==> src/rtl/ledger_reader_pkg.sv <==
// Shared constants for the ledger readout path: player count, balance and BCD
// widths, and the readout FSM encoding. Imported by the ledger reader and its
// BCD converter; also intended for reuse by memory_control and money_display.
package ledger_reader_pkg;

    localparam int unsigned NumPlayersDef = 6;
    localparam int unsigned BalW          = 8;
    localparam int unsigned BcdW          = 12;
    localparam int unsigned PlayerW       = 3;
    localparam int unsigned WordW         = NumPlayersDef * BalW;
    // One shift-add-3 step per balance bit.
    localparam int unsigned BcdSteps      = BalW;

    typedef enum logic [2:0] {
        StIdle,
        StReq,
        StWait,
        StConvert,
        StPresent,
        StDone
    } state_e;

endpackage

==> src/rtl/ledger_reader_bin2bcd_seq.sv <==
// Sequential shift-add-3 (double dabble) binary-to-BCD converter.
// Ports:
//   clock, resetn  system clock, async active-low reset
//   start_i        load bin_i and begin a conversion (restarts one in flight)
//   bin_i          8-bit binary value
//   bcd_o          last completed result, hundreds in [11:8]; held until the
//                  next conversion completes
//   done_o         high during the final step; bcd_o is valid from the next cycle
module bin2bcd_seq
    import ledger_reader_pkg::*;
(
    input  logic            clock,
    input  logic            resetn,
    input  logic            start_i,
    input  logic [BalW-1:0] bin_i,
    output logic [BcdW-1:0] bcd_o,
    output logic            done_o
);

    localparam int unsigned ShW = BcdW + BalW;

    logic [ShW-1:0]  sh_q;
    logic [ShW-1:0]  adj;
    logic [ShW-1:0]  sh_d;
    logic [2:0]      cnt_q;
    logic            run_q;
    logic [BcdW-1:0] res_q;

    // Bump every BCD digit that is 5 or more by 3, then shift the whole
    // register left by one bit.
    always_comb begin
        adj = sh_q;
        for (int unsigned d = 0; d < 3; d++) begin
            if (adj[BalW + 4*d +: 4] >= 4'd5) begin
                adj[BalW + 4*d +: 4] = adj[BalW + 4*d +: 4] + 4'd3;
            end
        end
        sh_d = {adj[ShW-2:0], 1'b0};
    end

    always_ff @(posedge clock or negedge resetn) begin
        if (!resetn) begin
            sh_q  <= '0;
            cnt_q <= '0;
            run_q <= 1'b0;
            res_q <= '0;
        end else if (start_i) begin
            sh_q  <= {{BcdW{1'b0}}, bin_i};
            cnt_q <= '0;
            run_q <= 1'b1;
        end else if (run_q) begin
            sh_q  <= sh_d;
            cnt_q <= cnt_q + 3'd1;
            if (cnt_q == 3'(BcdSteps - 1)) begin
                run_q <= 1'b0;
                res_q <= sh_d[ShW-1:BalW];
            end
        end
    end

    assign done_o = run_q && (cnt_q == 3'(BcdSteps - 1));
    assign bcd_o  = res_q;

endmodule

==> src/rtl/ledger_reader.sv <==
// Reads one packed ledger word from RAM and streams each player's balance, in
// binary and BCD, over a valid/ready interface.
// Ports:
//   clock, resetn      system clock, async active-low reset
//   start, access_sel  readout request pulse and bank to read (captured at start)
//   mem_result         RAM read data (NUM_PLAYERS balances, player 0 in LSBs)
//   mem_access_type    bank select to RAM; mem_wren is tied low
//   out_valid/ready    record handshake; out_player/out_balance/out_bcd payload
//   busy, done         activity flag and end-of-readout pulse
module ledger_reader
    import ledger_reader_pkg::*;
#(
    parameter int unsigned NUM_PLAYERS = NumPlayersDef,
    parameter int unsigned BAL_W       = BalW,
    parameter int unsigned RAM_LATENCY = 1
) (
    input  logic                         clock,
    input  logic                         resetn,
    input  logic                         start,
    input  logic                         access_sel,
    input  logic [NUM_PLAYERS*BAL_W-1:0] mem_result,
    output logic                         mem_access_type,
    output logic                         mem_wren,
    output logic                         out_valid,
    input  logic                         out_ready,
    output logic [PlayerW-1:0]           out_player,
    output logic [BAL_W-1:0]             out_balance,
    output logic [BcdW-1:0]              out_bcd,
    output logic                         busy,
    output logic                         done
);

    localparam int unsigned LatW = $clog2(RAM_LATENCY + 1);

    state_e                       state_q, state_d;
    logic                         access_type_q;
    logic [PlayerW-1:0]           player_q;
    logic [LatW-1:0]              lat_cnt_q;
    logic [NUM_PLAYERS*BAL_W-1:0] word_q;
    logic [BAL_W-1:0]             balance_q;
    logic [BAL_W-1:0]             next_balance;
    logic [PlayerW-1:0]           next_player;
    logic                         lat_last;
    logic                         xfer;
    logic                         last_player;
    logic                         bcd_start;
    logic                         bcd_done;

    assign lat_last    = (lat_cnt_q == LatW'(1));
    assign xfer        = (state_q == StPresent) && out_ready;
    assign last_player = (player_q == PlayerW'(NUM_PLAYERS - 1));
    assign next_player = player_q + PlayerW'(1);

    // State register.
    always_ff @(posedge clock or negedge resetn) begin
        if (!resetn) begin
            state_q <= StIdle;
        end else begin
            state_q <= state_d;
        end
    end

    // Next-state logic.
    always_comb begin
        state_d = state_q;
        unique case (state_q)
            StIdle:    if (start) state_d = StReq;
            StReq:     state_d = StWait;
            StWait:    if (lat_last) state_d = StConvert;
            StConvert: if (bcd_done) state_d = StPresent;
            StPresent: if (out_ready) state_d = last_player ? StDone : StConvert;
            StDone:    state_d = StIdle;
            default:   state_d = StIdle;
        endcase
    end

    // FSM outputs. The converter is kicked on the edge that enters CONVERT so
    // that CONVERT lasts exactly one cycle per conversion step.
    always_comb begin
        out_valid = (state_q == StPresent);
        busy      = (state_q != StIdle);
        done      = (state_q == StDone);
        mem_wren  = 1'b0;
        bcd_start = ((state_q == StWait) && lat_last) || (xfer && !last_player);
    end

    // Balance fed to the converter: on leaving WAIT the word is only being
    // latched this edge, so player 0 comes straight from mem_result.
    always_comb begin
        next_balance = '0;
        if (state_q == StWait) begin
            next_balance = mem_result[BAL_W-1:0];
        end else begin
            for (int unsigned p = 0; p < NUM_PLAYERS; p++) begin
                if (PlayerW'(p) == next_player) begin
                    next_balance = word_q[p*BAL_W +: BAL_W];
                end
            end
        end
    end

    always_ff @(posedge clock or negedge resetn) begin
        if (!resetn) begin
            access_type_q <= 1'b0;
            player_q      <= '0;
            lat_cnt_q     <= '0;
            word_q        <= '0;
            balance_q     <= '0;
        end else begin
            if ((state_q == StIdle) && start) begin
                access_type_q <= access_sel;
                player_q      <= '0;
            end
            if (state_q == StReq) begin
                lat_cnt_q <= LatW'(RAM_LATENCY);
            end
            if (state_q == StWait) begin
                lat_cnt_q <= lat_cnt_q - LatW'(1);
                if (lat_last) begin
                    word_q <= mem_result;
                end
            end
            if (xfer && !last_player) begin
                player_q <= next_player;
            end
            if (bcd_start) begin
                balance_q <= next_balance;
            end
        end
    end

    bin2bcd_seq u_bin2bcd (
        .clock   (clock),
        .resetn  (resetn),
        .start_i (bcd_start),
        .bin_i   (next_balance),
        .bcd_o   (out_bcd),
        .done_o  (bcd_done)
    );

    assign mem_access_type = access_type_q;
    assign out_player      = player_q;
    assign out_balance     = balance_q;

endmodule
==> config.mk <==
export PLATFORM = sky130hd
export DESIGN_NAME = ledger_reader
export DESIGN_NICKNAME = d
export VERILOG_FILES = /design/src/rtl/ledger_reader_pkg.sv /design/src/rtl/ledger_reader_bin2bcd_seq.sv /design/src/rtl/ledger_reader.sv
export SDC_FILE = /design/constraint.sdc
export NUM_CORES = 1
export LEC_CHECK = 0
export ABC_AREA = 0
export BUFFER_PORTS_ARGS = -buffer_cell sky130_fd_sc_hd__buf_2
export CAP_MARGIN = 5
export CORE_AREA = 2 2 93 95
export CTS_BUF_LIST = sky130_fd_sc_hd__clkbuf_8
export DETAILED_ROUTE_END_ITERATION = 8
export DIE_AREA = 0 0 95 97
export MAX_ROUTING_LAYER = met4
export PLACE_DENSITY = 0.94
export SYNTH_ARGS = -nofsm -noshare
export SYNTH_HDL_FRONTEND = slang
export SYNTH_SLANG_ARGS = --single-unit
==> constraint.sdc <==
create_clock -name clock -period 3.3 [get_ports clock]
set_clock_uncertainty 0.05 [all_clocks]
set_input_delay 0.165 -clock clock [delete_from_list [all_inputs] [get_ports clock]]
set_output_delay 0.165 -clock clock [all_outputs]
set_load 0.01 [all_outputs]
; After elaboration in Yosys (flattened, before gate mapping)
; Cells that the tools add are included.
[word_totals]
ff_bits = 100
latch_bits = 0
ramBits = 0
rom_bits = 0
input_bits = 53
out_inout_bits = 28
wordCells = 79
n_memories = 0
[op_classes]
add_sub_neg = 6
mul = 0
div_mod_pow = 0
order_cmp = 3
eq_ne = 16
shift = 0
n_mux = 27
n_bitwise = 1
reduce_logical = 16
[ops]
columns = operator, n
row1 = two-way mux 8 bit, 7
row2 = two-way mux 20 bit, 2
row3 = two-way mux 3 bit, 10
row4 = case mux 3 bit (5 select lines), 1
row5 = == test 3 bit (second input constant), 4
row6 = greater-or-equal comparator 4 x 3 -> 1 bit (second input constant), 3
row7 = adder 4 x 2 -> 4 bit (second input constant), 2
row8 = two-way mux 4 bit, 2
row9 = adder 3 x 1 -> 3 bit (second input constant), 2
row10 = == test 2 x 3 -> 1 bit (first input constant), 2
row11 = == test 3 x 2 -> 1 bit (second input constant), 2
row12 = == test 3 bit (first input constant), 2
row13 = zero test 3 bit, 2
row14 = != test 2 bit (second input constant), 3
row15 = nonzero test 2 bit, 3
row16 = logical AND 1 bit, 5
row17 = two-way mux 1 bit, 5
row18 = AND reduction 4 bit, 1
row19 = adder 3 x 2 -> 3 bit (second input constant), 1
row20 = == test 1 x 3 -> 1 bit (first input constant), 1
row21 = == test 3 x 1 -> 1 bit (second input constant), 1
row22 = AND reduction 3 bit, 1
row23 = nonzero test 3 bit, 1
row24 = != test 2 x 1 -> 1 bit (second input constant), 1
row25 = other kinds (5), 5

; Logic depth before layout (Yosys ltp)
[depth]
depth_word = 10
depth_mapped = 9
depth_no_buf = 7

; Hierarchy
; From an unflattened synthesis, not the netlist that was laid out.
[unflattened]
cells_unflattened = 461
area_unflattened_um2 = 4991.0
[by_module_without_submodules]
columns = module, n_inst, cells_per_inst, area_each_um2, seq_area_each_um2
row1 = ledger_reader, 1, 279, 3195.6, 1601.5
row2 = bin2bcd_seq, 1, 182, 1795.5, 900.9

; Worst setup path after synthesis
; OpenSTA, ideal clock, no wires.
[synth_path]
path_kind = reg-to-reg
from = register player_q[1] (netlist: out_player[1])
to = register u_bin2bcd.sh_q[2]
setup_ns = 0.136
arrival_ns = 1.761
required_time_ns = 3.114
path_slack_ns = 1.353
path_stages_with_launch = 8
cell_sequence = dfrtp_1 inv_1 ha_1 a21boi_1 nand2_1 clkbuf_1 a221oi_1 a21oi_1
[synth_via]
elab_chain_cells = 10
elab_cells_between_ends = 20
classes_between = 1 x add/sub / 6 x eq/ne / 8 x mux / 5 x reduce/logical
[synth_lines]
columns = element, line_no
row1 = "start, declared", ledger_reader.sv:37  ; logic [PlayerW-1:0] player_q;
row2 = "start signal, assigned", ledger_reader.sv:124  ; player_q <= next_player;
row3 = adder 3 x 1 -> 3 bit, ledger_reader.sv:52  ; assign next_player = player_q + PlayerW'(1);
row4 = zero test 3 bit, ledger_reader.sv:95  ; if (PlayerW'(p) == next_player) begin
row5 = two-way mux 8 bit (6 in a row), ledger_reader.sv:95
row6 = two-way mux 8 bit, ledger_reader.sv:91  ; if (state_q == StWait) begin
row7 = two-way mux 20 bit, ledger_reader_bin2bcd_seq.sv:47  ; end else if (start_i) begin
row8 = "end signal, assigned", ledger_reader_bin2bcd_seq.sv:48  ; sh_q <= {{BcdW{1'b0}}, bin_i};
row9 = "end, declared", ledger_reader_bin2bcd_seq.sv:22  ; logic [ShW-1:0] sh_q;
; Several ways; a longest one is shown, not always the timed one.
; A chain may end at the register's enable or synchronous reset.

; Worst setup path after layout
[layout_path]
from = register player_q[0] (netlist: out_player[0])
to = register balance_q[1] (netlist: out_balance[1])
[layout_via]
elab_chain_cells = 9
elab_cells_between_ends = 18
classes_between = 1 x add/sub / 6 x eq/ne / 7 x mux / 4 x reduce/logical
[layout_lines]
columns = element, line_no
row1 = adder 3 x 1 -> 3 bit, ledger_reader.sv:52
row2 = zero test 3 bit, ledger_reader.sv:95
row3 = two-way mux 8 bit (6 in a row), ledger_reader.sv:95
row4 = two-way mux 8 bit, ledger_reader.sv:91
row5 = "end signal, assigned", ledger_reader.sv:127  ; balance_q <= next_balance;
row6 = "end, declared", ledger_reader.sv:40  ; logic [BAL_W-1:0] balance_q;
; Several ways; a longest one is shown, not always the timed one.

==> results.cfg <==
[worst_setup_path]
cp_data_arrival_time_ns = 3.05
worstPathMaxFanout = 39
crit_path_start_kind = flop
required_ns = 3.52
end_kind = flop
crit_type = flop to flop

[synthesis]
synthFlopType = sky130_fd_sc_hd__dfrtp_1
synth-seq-area-share_pct = 49.8
yosysWarnings = 0
syn_area_per_cell_um2 = 8.81
netlist_area_um2 = 5030
mapped_nets = 637
synthesis.instances = 571
yosys_top_cell_by_area = sky130_fd_sc_hd__dfrtp_1
ys_top_cells_by_area = sky130_fd_sc_hd__dfrtp_1 50%, sky130_fd_sc_hd__nand2_1 13%, sky130_fd_sc_hd__a21oi_1 3.9%
netlist-cell-type-count = 46
ys_seq_elements = 100
netlist.area_leader.share_pct = 49.8
synth-edff-count = 0
synth_async_sr_flop_share_pct = 100

[min_path]
holdCritPathClass = primary input to flop

[timing]
worst_slew_margin_rel_pct = 17.4
timing.final.max_slew_violations = 0
maxClockFrequency_ghz = 0.354
tightestPinTransition_ns = 1.24
report.final.hold_viol_count = 0
setup-violations-final = 0
rsz0062_at_grt = false
final.period_utilization_pct = 85.6
final.min_clock_period_ns = 2.82
totalNegativeSetupSlack_ns = 0

[power]
switching_share_pct = 43.7
power.density_cell_area_nw_per_um2 = 888
seq_power_share_pct = 41.7
switching_power_mw = 2.36
vdd_ir_drop_max_mv = 0.432
combPwrFrac_pct = 44.3
p_int_mw = 3.05
total_power_mw = 5.41
clock_power_share_pct = 14.0
static-leakage-power_nw = 3.14

[global_routing]
maximum_number_of_pins_on_one_net_before_global_route_repair = 82
grt_antenna_before_repair = 0
wire_length_of_the_first_global_routing_pass_um = 23400
first_global_vias = 4841
grt_resource_usage_total_pct = 33.5
grt_remaining_overflow = 0

[cells_and_area]
area_growth_pct = 21.1
layout.filler_cells = 526
antenna_cells_inserted = 0
fin_nets = 746
post_route_cells_drive_above_1_share_pct = 16.2

[floorplan]
dieWidth_um = 95
die_h_um = 97
pin_count = 81
dieArea_um2 = 9220
placement_rows = 33
floorplan.initialDensity_pct = 61.8
coreArea_um2 = 8130

[clock_tree]
cts_setup_buffers = 0
clockRootBuffer = sky130_fd_sc_hd__clkbuf_8
clk-insertion-delay-late_ns = 0.38
cts_made_buffers = 9
cts_repair_resize_count = 0
tritoncts = yes
clkSlewWorstSetupHoldPaths_ns = 0.12
htree_num_levels = 3
cts-root-to-sink-buffers = 2
cts_sinks = 100

[routing]
drcViolationCount = 0
detail_route.vias_per_cell = 6.11
drtPass1Iterations = 8
post_drt_wl_per_cell_um = 18.1
finalWirelength_um = 14300
antenna_violating_nets_post_route = 0
route.vias.total = 4830
detailedRoute.firstIterationViolations = 644

[run_status]
outcome = completed

[placed_design]
buffer_ports.inserted = 79
post-dp-hpwl_um = 8960
gpl.final_weighted_congestion = 0.963

[run]
max-cap-violations = 0
state kept, by name, indices dropped and copies added (netlist names):
| name | flops |
|---|---|
| word_q | 48 |
| lat_cnt_q | 1 |
| u_bin2bcd.run_q | 1 |
| u_bin2bcd.cnt_q | 3 |
| state_q | 3 |
| u_bin2bcd.sh_q | 20 |
| u_bin2bcd.bcd_o | 12 |
| mem_access_type | 1 |
| out_player | 3 |
| out_balance | 8 |
placed cells by master, fill, tap and decap left out, drive strengths merged, types with 3 or more instances in the layout:
cell type,instances
nand2,178
ha,13
xnor2,5
mux2i,14
o21a,6
dfrtp,100
nor2,20
nand2b,16
a22oi,10
clkbuf,9
and3,12
nor3b,11
a311oi,7
clkinv,3
dlygate4sd3,44
o22ai,6
buf,89
nand3b,3
o21ai,36
nand3,9
inv,19
a21o,8
a221oi,6
a21oi,40
synthesized netlist by cell type (9+ instances only):
library cell,number
sky130_fd_sc_hd__inv_1,16
sky130_fd_sc_hd__a21oi_1,39
sky130_fd_sc_hd__and3_1,11
sky130_fd_sc_hd__nor2_1,20
sky130_fd_sc_hd__dfrtp_1,100
sky130_fd_sc_hd__o21ai_0,36
sky130_fd_sc_hd__nand3_1,9
sky130_fd_sc_hd__nor3b_1,11
sky130_fd_sc_hd__ha_1,13
sky130_fd_sc_hd__clkbuf_1,11
sky130_fd_sc_hd__nand2b_1,16
sky130_fd_sc_hd__buf_2,21
sky130_fd_sc_hd__nand2_1,178
sky130_fd_sc_hd__mux2i_1,14
sky130_fd_sc_hd__a22oi_1,10
layout make-up:
type | instances | area (um^2) | area share, %
Inverter | 17 | 63.8 | 1.05
Clock inverter | 7 | 61.3 | 1.01
Timing Repair Buffer | 133 | 913 | 15.0
Clock buffer | 9 | 124 | 2.03
Sequential cell | 100 | 2500 | 41.1
Tap cell | 105 | 131 | 2.16
Multi-Input combinational cell | 419 | 2290 | 37.7
through the flow:
step	instances	worst slack (ns)	hold WS, ns	cell area [um^2]	utilization (%)
6_report	790	0.477	0.0101	6090	74.9
5_1_grt	790	0.258	0.0215	6090	74.9
4_1_cts	790	0.603	0.00509	6090	74.9
3_5_place_dp	730	0.618	0.308	5470	67.2
3_3_place_gp	730	0.831	0.304	5470	67.2
2_1_floorplan	571	1.35	-0.181	5030	-
repair_timing:
item	4_1_cts	5_1_grt
setup endpoints to repair	0	0
hold endpoints to repair	122	0
hold buffers	44	0
cells by family after synthesis:
kind of cell	count (synthesis)	synth area share, %
and+or+nand+nor	256	22.4
muxes	15	3.01
adders and majority gates	13	3.23
xor gates and xnor gates	6	1.04
buffers and inverters	52	4.63
DFF	100	49.8
other	1	0.0746
AOI/OAI and AO/OA	128	15.8
per-layer routing:
metal / up-vias / wire (um) / track usage, %
li1: 2137 / - / -
met5: - / 0 / -
met4: 0 / 702 / 16.4
met1: 2266 / 5340 / 41.9
met3: 84 / 1310 / 5.69
met2: 343 / 6970 / 52.5
critical path: stages (launching register included):
cell and delay [ns]:
sky130_fd_sc_hd__dfrtp_1 0.47, sky130_fd_sc_hd__inv_1 0.11, sky130_fd_sc_hd__ha_1 0.98, sky130_fd_sc_hd__o21ai_0 0.32, sky130_fd_sc_hd__a311oi_1 0.43, sky130_fd_sc_hd__a22oi_1 0.15, sky130_fd_sc_hd__a21o_1 0.19
path summary, 6_finish.rpt:
| path | from | endpoint | slack (ns) | cells past startpoint |
|---|---|---|---|---|
| setup / recovery | out_player[0] | out_balance[1] | 0.48 | 6 |
| hold / removal | mem_result[1] | word_q[1] | 0.01 | 3 |
| setup reg to reg | out_player[0] | out_balance[1] | 0.48 | 6 |
| hold reg to reg | u_bin2bcd.bcd_o[5] | u_bin2bcd.bcd_o[5] | 0.43 | 2 |
| max in group asynchronous | resetn | u_bin2bcd.sh_q[5] | 1.98 | 3 |
| min in group asynchronous | resetn | out_player[0] | 0.42 | 2 |
power groups by stage:
stage	registers [mW]	clock network [mW]	logic, mW
2_1_floorplan	2.12	0	1.70
3_3_place_gp	2.20	0	2.12
3_5_place_dp	2.24	0	2.27
4_1_cts	2.22	0.752	2.34
5_1_grt	2.30	0.806	2.68
6_report	2.26	0.758	2.40
Note: power is estimated with default switching activity, not from simulation.
